File: src/rtl/dmem_access_ctrl.sv
// MEM-stage data-memory access controller: legality check, lane alignment, req/gnt/rvalid handshake, load extension.
// Stalls the pipeline while an access is in flight; pulses access_err on illegal or timed-out accesses.
module dmem_access_ctrl #(
  parameter int DM_ADDR_W   = 9,
  parameter int TIMEOUT_CYC = 16
) (
  input  logic                 clk,
  input  logic                 reset,
  input  logic                 mem_read,
  input  logic                 mem_write,
  input  logic [31:0]          addr,
  input  logic [31:0]          wdata,
  input  logic [2:0]           func3,
  output logic                 stall,
  output logic [31:0]          rdata,
  output logic                 rdata_valid,
  output logic                 access_err,
  output logic                 mem_req,
  output logic                 mem_we,
  output logic [DM_ADDR_W-3:0] mem_addr,
  output logic [3:0]           mem_be,
  output logic [31:0]          mem_wdata,
  input  logic                 mem_gnt,
  input  logic                 mem_rvalid,
  input  logic [31:0]          mem_rdata
);

  localparam int CW = (TIMEOUT_CYC > 2) ? $clog2(TIMEOUT_CYC) : 1;
  localparam logic [CW-1:0] CNT_MAX = CW'(TIMEOUT_CYC - 1);

  typedef enum logic [1:0] {IDLE, REQ, WAIT_R, DONE} state_t;

  state_t                 state_q;
  logic [CW-1:0]          cnt_q;
  logic                   mem_req_q, mem_we_q, rdata_valid_q, access_err_q, load_q;
  logic [DM_ADDR_W-3:0]   mem_addr_q;
  logic [3:0]             mem_be_q;
  logic [31:0]            mem_wdata_q, rdata_q;
  logic [1:0]             lane_q;
  logic [2:0]             f3_q;

  logic        access, legal, f3_ok, align_ok, range_ok;
  logic [3:0]  be_d;
  logic [31:0] wdata_d, ext_d;
  logic [7:0]  byte_sel;
  logic [15:0] half_sel;

  assign access = mem_read | mem_write;

  // A simultaneous read and write is treated as a read throughout.
  always_comb begin
    f3_ok = 1'b0;
    if (mem_read) f3_ok = (func3 == 3'b000) || (func3 == 3'b001) || (func3 == 3'b010) ||
                          (func3 == 3'b100) || (func3 == 3'b101);
    else          f3_ok = (func3 == 3'b000) || (func3 == 3'b001) || (func3 == 3'b010);
    align_ok = 1'b1;
    if (func3[1:0] == 2'b01) align_ok = (addr[0] == 1'b0);
    if (func3[1:0] == 2'b10) align_ok = (addr[1:0] == 2'b00);
    range_ok = (addr[31:DM_ADDR_W] == '0);
    legal    = f3_ok && align_ok && range_ok;
  end

  always_comb begin
    be_d    = 4'b1111;
    wdata_d = wdata;
    if (!mem_read) begin
      case (func3[1:0])
        2'b00: begin
          be_d    = 4'b0001 << addr[1:0];
          wdata_d = {4{wdata[7:0]}};
        end
        2'b01: begin
          be_d    = addr[1] ? 4'b1100 : 4'b0011;
          wdata_d = {2{wdata[15:0]}};
        end
        default: be_d = 4'b1111;
      endcase
    end
  end

  always_comb begin
    byte_sel = mem_rdata[8*lane_q +: 8];
    half_sel = lane_q[1] ? mem_rdata[31:16] : mem_rdata[15:0];
    case (f3_q)
      3'b000:  ext_d = {{24{byte_sel[7]}}, byte_sel};
      3'b001:  ext_d = {{16{half_sel[15]}}, half_sel};
      3'b100:  ext_d = {24'b0, byte_sel};
      3'b101:  ext_d = {16'b0, half_sel};
      default: ext_d = mem_rdata;
    endcase
  end

  always_ff @(posedge clk) begin
    if (reset) begin
      state_q       <= IDLE;
      cnt_q         <= '0;
      mem_req_q     <= 1'b0;
      mem_we_q      <= 1'b0;
      mem_addr_q    <= '0;
      mem_be_q      <= '0;
      mem_wdata_q   <= '0;
      rdata_q       <= '0;
      rdata_valid_q <= 1'b0;
      access_err_q  <= 1'b0;
      load_q        <= 1'b0;
      lane_q        <= '0;
      f3_q          <= '0;
    end else begin
      rdata_valid_q <= 1'b0;
      access_err_q  <= 1'b0;
      case (state_q)
        IDLE: if (access) begin
          if (legal) begin
            mem_req_q   <= 1'b1;
            mem_we_q    <= ~mem_read;
            mem_addr_q  <= addr[DM_ADDR_W-1:2];
            mem_be_q    <= be_d;
            mem_wdata_q <= wdata_d;
            lane_q      <= addr[1:0];
            f3_q        <= func3;
            load_q      <= mem_read;
            cnt_q       <= '0;
            state_q     <= REQ;
          end else begin
            access_err_q <= 1'b1;
            rdata_q      <= '0;
            state_q      <= DONE;
          end
        end
        REQ: begin
          if (mem_gnt) begin
            mem_req_q <= 1'b0;
            cnt_q     <= '0;
            state_q   <= load_q ? WAIT_R : DONE;
          end else if (cnt_q == CNT_MAX) begin
            mem_req_q    <= 1'b0;
            access_err_q <= 1'b1;
            state_q      <= DONE;
          end else begin
            cnt_q <= cnt_q + CW'(1);
          end
        end
        WAIT_R: begin
          if (mem_rvalid) begin
            rdata_q       <= ext_d;
            rdata_valid_q <= 1'b1;
            state_q       <= DONE;
          end else if (cnt_q == CNT_MAX) begin
            access_err_q <= 1'b1;
            state_q      <= DONE;
          end else begin
            cnt_q <= cnt_q + CW'(1);
          end
        end
        DONE:    state_q <= IDLE;
        default: state_q <= IDLE;
      endcase
    end
  end

  assign stall       = ((state_q == IDLE) && access) || (state_q == REQ) || (state_q == WAIT_R);
  assign rdata       = rdata_q;
  assign rdata_valid = rdata_valid_q;
  assign access_err  = access_err_q;
  assign mem_req     = mem_req_q;
  assign mem_we      = mem_we_q;
  assign mem_addr    = mem_addr_q;
  assign mem_be      = mem_be_q;
  assign mem_wdata   = mem_wdata_q;

endmodule

File: config.mk
export PLATFORM = sky130hd
export DESIGN_NAME = dmem_access_ctrl
export DESIGN_NICKNAME = d
export VERILOG_FILES = /design/src/rtl/dmem_access_ctrl.sv
export SDC_FILE = /design/constraint.sdc
export NUM_CORES = 1
export LEC_CHECK = 0
export BUFFER_PORTS_ARGS = -buffer_cell sky130_fd_sc_hd__buf_2
export CAP_MARGIN = 25
export CORE_UTILIZATION = 35
export DETAILED_ROUTE_END_ITERATION = 10
export PLACE_DENSITY = 0.59
export SYNTH_ARGS = -nofsm -noshare
export SYNTH_HDL_FRONTEND = slang
export SYNTH_SLANG_ARGS = --single-unit
File: constraint.sdc
create_clock -name clk -period 5.5 [get_ports clk]
set_input_delay 0.55 -clock clk [delete_from_list [all_inputs] [get_ports clk]]
set_output_delay 0.55 -clock clk [all_outputs]
set_load 0.005 [all_outputs]
==> results of run 1 <==
[power breakdown]
group | switching [mW] | internal (mW)
Combinational | 0.271 | 0.195
Clock | 0.255 | 0.411
Sequential | 0.0327 | 0.707
Total | 0.558 | 1.31
[path summary, 6_finish.rpt]
kind	to	slack [ps]	depth (start not counted)	start
min reg2reg	mem_addr[5]$_SDFFE_PP0P_	450	2	mem_addr[5]$_SDFFE_PP0P_
max reg2reg	rdata[31]$_SDFFE_PP0P_	2850	6	state_q[1]$_SDFFE_PP0N_
max	rdata[31]$_SDFFE_PP0P_	2850	6	state_q[1]$_SDFFE_PP0N_
min	mem_addr[0]$_SDFFE_PP0P_	440	3	addr[2]
[synth_stat cells (all sizes together) (4+ instances only)]
cell type  number  share of area [%]
o21ai          33                3.7
o221ai          8                1.6
ha              6                1.7
buf            16                2.3
nand2          80                6.7
nand2b          4               0.56
o2bb2ai        16                3.1
a311oi         10                2.8
nor4            4               0.56
nor2           52                4.5
nor3            7               0.78
a31o           17                3.3
a31oi          10                1.4
dfxtp          91                 41
a221o           8                1.8
mux2i          25                5.6
nand4           4               0.89
inv            25                2.1
nor2b          20                2.8
a21oi          41                4.8
mux2            9                2.3
clkbuf         26                2.2
[critical path, cell delays in order (launching register included)]
cell and delay [ps]:
dfxtp_1 430, inv_1 100, ha_1 290, nor3b_1 240, a21oi_1 390, nand4_1 720
o2bb2ai_1 380
[sequential cells by signal, summed over array words and instances, names as in the netlist]
register / flops
cnt_q: 4
f3_q: 3
mem_wdata: 32
rdata_valid: 1
rdata: 32
access_err: 1
state_q: 2
mem_req: 1
lane_q: 2
mem_addr: 7
mem_we: 1
load_q: 1
mem_be: 4
[metrics by stage]
stage                     utilization, %  hold WS [ps]  instance area, um^2  setup slack [ps]  std cells
after global routing                46.2           437                 5810              2600        871
after detailed placement            43.7           445                 5490              2730        855
final                               46.2           438                 5810              2850        871
after global placement              43.6           440                 5470              2950        854
after floorplan                        -           436                 4500              3450        535
after CTS                           46.2           426                 5810              2870        871
[metal layers]
| layer | part of all wire, % | track usage [%] | up-vias | wire, um |
|---|---|---|---|---|
| met4 | 1.6 | 6.67 | 0 | 219 |
| met3 | 7.4 | 6.64 | 14 | 1020 |
| met1 | 42 | 24.8 | 2112 | 5800 |
| met2 | 49 | 36.3 | 142 | 6670 |
| met5 | 0 | 0 | - | 0 |
| li1 | - | - | 2214 | - |
[final cells by class]
cell class,count,area share (%)
repair buffers,190,16.8
clock inverters,4,1.27
flip-flops and latches,91,31.4
clock buffers,12,4.24
well taps,172,3.70
inverters,26,1.68
multi-input cells,376,41.0
[cells by family after synthesis]
kind of cell	Yosys count	share of synthesized area (%)
buf+inv	68	6.59
simple gates	182	18.8
compound gates	154	24.6
flops	91	40.5
mux	34	7.82
fa+ha+maj	6	1.67
[placed cells by master (no fill, tap or decap), types with 10 or more instances in the layout]
| cell type | n |
|---|---|
| inv_1 | 25 |
| a31oi_1 | 10 |
| o21ai_0 | 33 |
| nand2_1 | 79 |
| o2bb2ai_1 | 16 |
| nor2b_1 | 20 |
| nor2_1 | 50 |
| dfxtp_1 | 91 |
| a21oi_1 | 40 |
| buf_2 | 184 |
| mux2i_1 | 25 |
| a31o_2 | 10 |
==> flow_summary.ini, run 1 <==
[clocking]
cts_tree = done
clockBufferDepth = 2
cts.root.buffer_cell = clkbuf_16
numCtsBuffers = 9
cts_resized = 0
cts-hold-fix-buffers = 0
htree_levels = 3
clk_pin_slew_worst_paths_ps = 60
cts_setup_buffers = 0
clock_sinks = 91
clkLatencyLatePin_ps = 350

[cells_and_area]
multi_input_area_mm2 = 0.00238
regArea_mm2 = 0.00182
area_growth_pct = 29.2
nNetsFinal = 805
fill_cells = 1256
drive_above_1_share_pct = 34.0
diodes = 0

[detailed_routing]
drtAntennaViolNets = 0
wirelength_um = 13700
wl_per_cell_um = 15.7
drtIter0Drc = 256
drc = 0
via_per_inst = 5.15
firstDrtPassIters = 5
vias = 4482

[global_routing]
first_global_vias = 4390
overflow = 0
grt_pass1_wl_um = 21600
grt_usage_pct = 21.1
antenna_found_initial = 0
grt_max_degree = 57

[timing]
finalHoldViolations = 0
min_period_ps = 2650
setup_tns_ps = 0
clock_skew_ps = 10.9
rsz0062_at_grt = no
fin_crit_sh_pct = 48.2
tightestPinTransition_ps = 785
relSlewSlack_pct = 47.5
finalSetupViolCount = 0
fmax_mhz = 377
slew_viol_final = 0

[setup_path]
cp.required_ps = 5750
path_max_fanout = 16
startpoint_type = flip-flop
cp-end-kind = flip-flop
worst-setup-path-type = reg -> reg
critPathArrivalTime_ps = 2900

[synthesis]
synth_area_mm2 = 0.00450
syn_area_per_cell_um2 = 8.41
syn_nets = 646
ys_warn_count = 0
ys_types = 50
synth_edf_count = 0
synth_top_flop_cell = dfxtp_1
syn_inst = 535
synth_async_sr_flop_share_pct = 0
ys_seq_area_share_pct = 40.5
ys_seq_elements = 91

[floorplan]
initial_core_util_pct = 35.8
die_area_mm2 = 0.0133
core_mm2 = 0.0126
ios = 185
row_count = 41
die_h_um = 115
dieWidth_um = 115

[placed_design]
gp_congestion = 0.837
portBuffers = 184
hpwlAfterDp_um = 10000

[power_and_ir_drop]
ir_drop_mv = 0.180
power_mw = 1.87
p_per_area_mw_per_mm2 = 322
leakagePower_nw = 2.59

[run]
max-cap-violations = 0

[run_status]
status = finished, final reports clean

[worst_hold_path]
hold_class = in -> reg
(Power assumes the default switching activity.)
==> inputs of run 2 (changes only) <==
--- a/config.mk
+++ b/config.mk
@@ -9,7 +9,7 @@
 export CAP_MARGIN = 25
 export CORE_UTILIZATION = 35
 export DETAILED_ROUTE_END_ITERATION = 10
-export PLACE_DENSITY = 0.59
+export PLACE_DENSITY = 0.62
 export SYNTH_ARGS = -nofsm -noshare
 export SYNTH_HDL_FRONTEND = slang
 export SYNTH_SLANG_ARGS = --single-unit
==> constraint.sdc (replaced) <==
create_clock -name clk -period 2.3 [get_ports clk]
set_input_delay 0.23 -clock clk [delete_from_list [all_inputs] [get_ports clk]]
set_output_delay 0.23 -clock clk [all_outputs]
set_load 0.005 [all_outputs]
==> run 2 against run 1 <==
Sequential power is 140% higher. Total power is 130% higher. Clock skew is 5.9 ps lower. Utilization is 0.48 points higher. Routed wire length is 1.1% lower. Critical path type is now reg -> out. Largest cell class unchanged. Largest power group unchanged. Highest routed layer unchanged.
==> flow_summary.ini, run 2 (synthesis results as in run 1) <==
[setup_path]
startpoint_type = flip-flop
r2r_start = state_q[1]$_SDFFE_PP0N_
path_cells = inv_1 > ha_1 > buf_4 > or3_1 > buf_2
crit_path_start = state_q[0]$_SDFFE_PP0N_
slowest_stage = dfxtp_1
cp-end-kind = primary output
critical_path.max_stage_delay_ps = 420
critPathArrivalTime_ps = 1830
cp.required_ps = 2070
path_max_fanout = 6
path_buf_inv = 3
worst-setup-path-type = reg -> out
crit_family = flip-flops

[cells_and_area]
diodes = 0
drive_above_1_share_pct = 35.2
area_growth_pct = 30.5
final_util_pct = 46.7
mostFrequentLayoutCells = buf_2 (184), dfxtp_1 (91), nand2_1 (79)
nNetsFinal = 814
final_common_cell = buf_2

[clocking]
clock_sinks = 91
clkLatencyLatePin_ps = 350
cts.root.buffer_cell = clkbuf_16
cts_tree = done
htree_levels = 3
cts-hold-fix-buffers = 0
numCtsBuffers = 9
clk_pin_slew_worst_paths_ps = 60
clockBufferDepth = 2

[timing]
finalSetupViolCount = 0
clock_skew_ps = 4.96
slew_viol_final = 0
tightestPinTransition_ps = 672
fmax_mhz = 486
min_period_ps = 2060
setup_tns_ps = 0
rsz0062_at_grt = no
fin_crit_sh_pct = 89.5
finalHoldViolations = 0
relSlewSlack_pct = 55.2

[detailed_routing]
wl_per_cell_um = 15.5
vias = 4516
drc = 0
drtAntennaViolNets = 0
via_per_inst = 5.15
firstDrtPassIters = 4
drtIter0Drc = 156
wirelength_um = 13600

[power_and_ir_drop]
ir_drop_mv = 0.403
p_per_area_mw_per_mm2 = 745
leakagePower_nw = 2.62

[placed_design]
portBuffers = 184
hpwlAfterDp_um = 10100
gp_congestion = 0.840

[floorplan]
die_h_um = 115
dieWidth_um = 115
ios = 185
initial_core_util_pct = 35.8
core_mm2 = 0.0126
die_area_mm2 = 0.0133
row_count = 41

[global_routing]
first_global_vias = 4425
grt_pass1_wl_um = 21300
grt_max_degree = 49
grt_usage_pct = 20.6
antenna_found_initial = 0
overflow = 0

[worst_hold_path]
min_from = addr[5]
hold_class = in -> reg

[run]
max-cap-violations = 0

[run_status]
status = finished, final reports clean
==> run 2: cell type report <==
type | instances | area, um^2
clock inverters | 3 | 42.5
clock buffers | 10 | 229
flip-flops and latches | 91 | 1820
well taps | 172 | 215
fillers | 1297 | 6700
multi-input cells | 376 | 2390
inverters | 26 | 97.6
repair buffers | 199 | 1070
==> run 2: final timing paths <==
path | endpoint | slack, ps | cells after the start
max | stall | 240 | 5
min | mem_addr[3]$_SDFFE_PP0P_ | 120 | 3
max reg2reg | rdata[20]$_SDFFE_PP0P_ | 250 | 6
min reg2reg | rdata[29]$_SDFFE_PP0P_ | 460 | 1
==> run 2: per-stage QoR <==
stage                     std cells  total power [mW]  hold slack (ps)  cell area (um^2)  setup slack (ps)
final                           877              4.38              124              5870               241
after global routing            877              4.59              120              5870              94.3
after floorplan                 535              2.53              366              4500               363
after detailed placement        864              2.98              446              5590              53.1
after global placement          864              2.93              440              5590               200
after CTS                       877              4.41              114              5860              5.06
==> run 2: worst reg2reg max path: stages, from the launching register on <==
cell       delay [ps]
dfxtp_1           370
inv_1             100
ha_1              270
nor3b_2           410
a21oi_1           190
a21oi_4           460
o2bb2ai_1         180
==> run 2: power by group <==
| group | internal (mW) | switching [mW] | total, mW |
|---|---|---|---|
| clock network | 0.822 | 0.607 | 1.43 |
| registers | 1.69 | 0.0796 | 1.77 |
| logic | 0.533 | 0.642 | 1.18 |
==> run 2: what timing repair did <==
item	in CTS	in global routing
setup endpoints to repair	0	36
resized for setup	0	2
setup buffers	0	0
==> run 2: routing by layer <==
layer / GRT usage (%) / wire length, um / vias up
met2: 36.0 / 6740 / 125
met3: 5.64 / 855 / 14
met4: 7.45 / 202 / 0
met1: 23.9 / 5760 / 2142
met5: 0 / 0 / -
li1: - / - / 2235
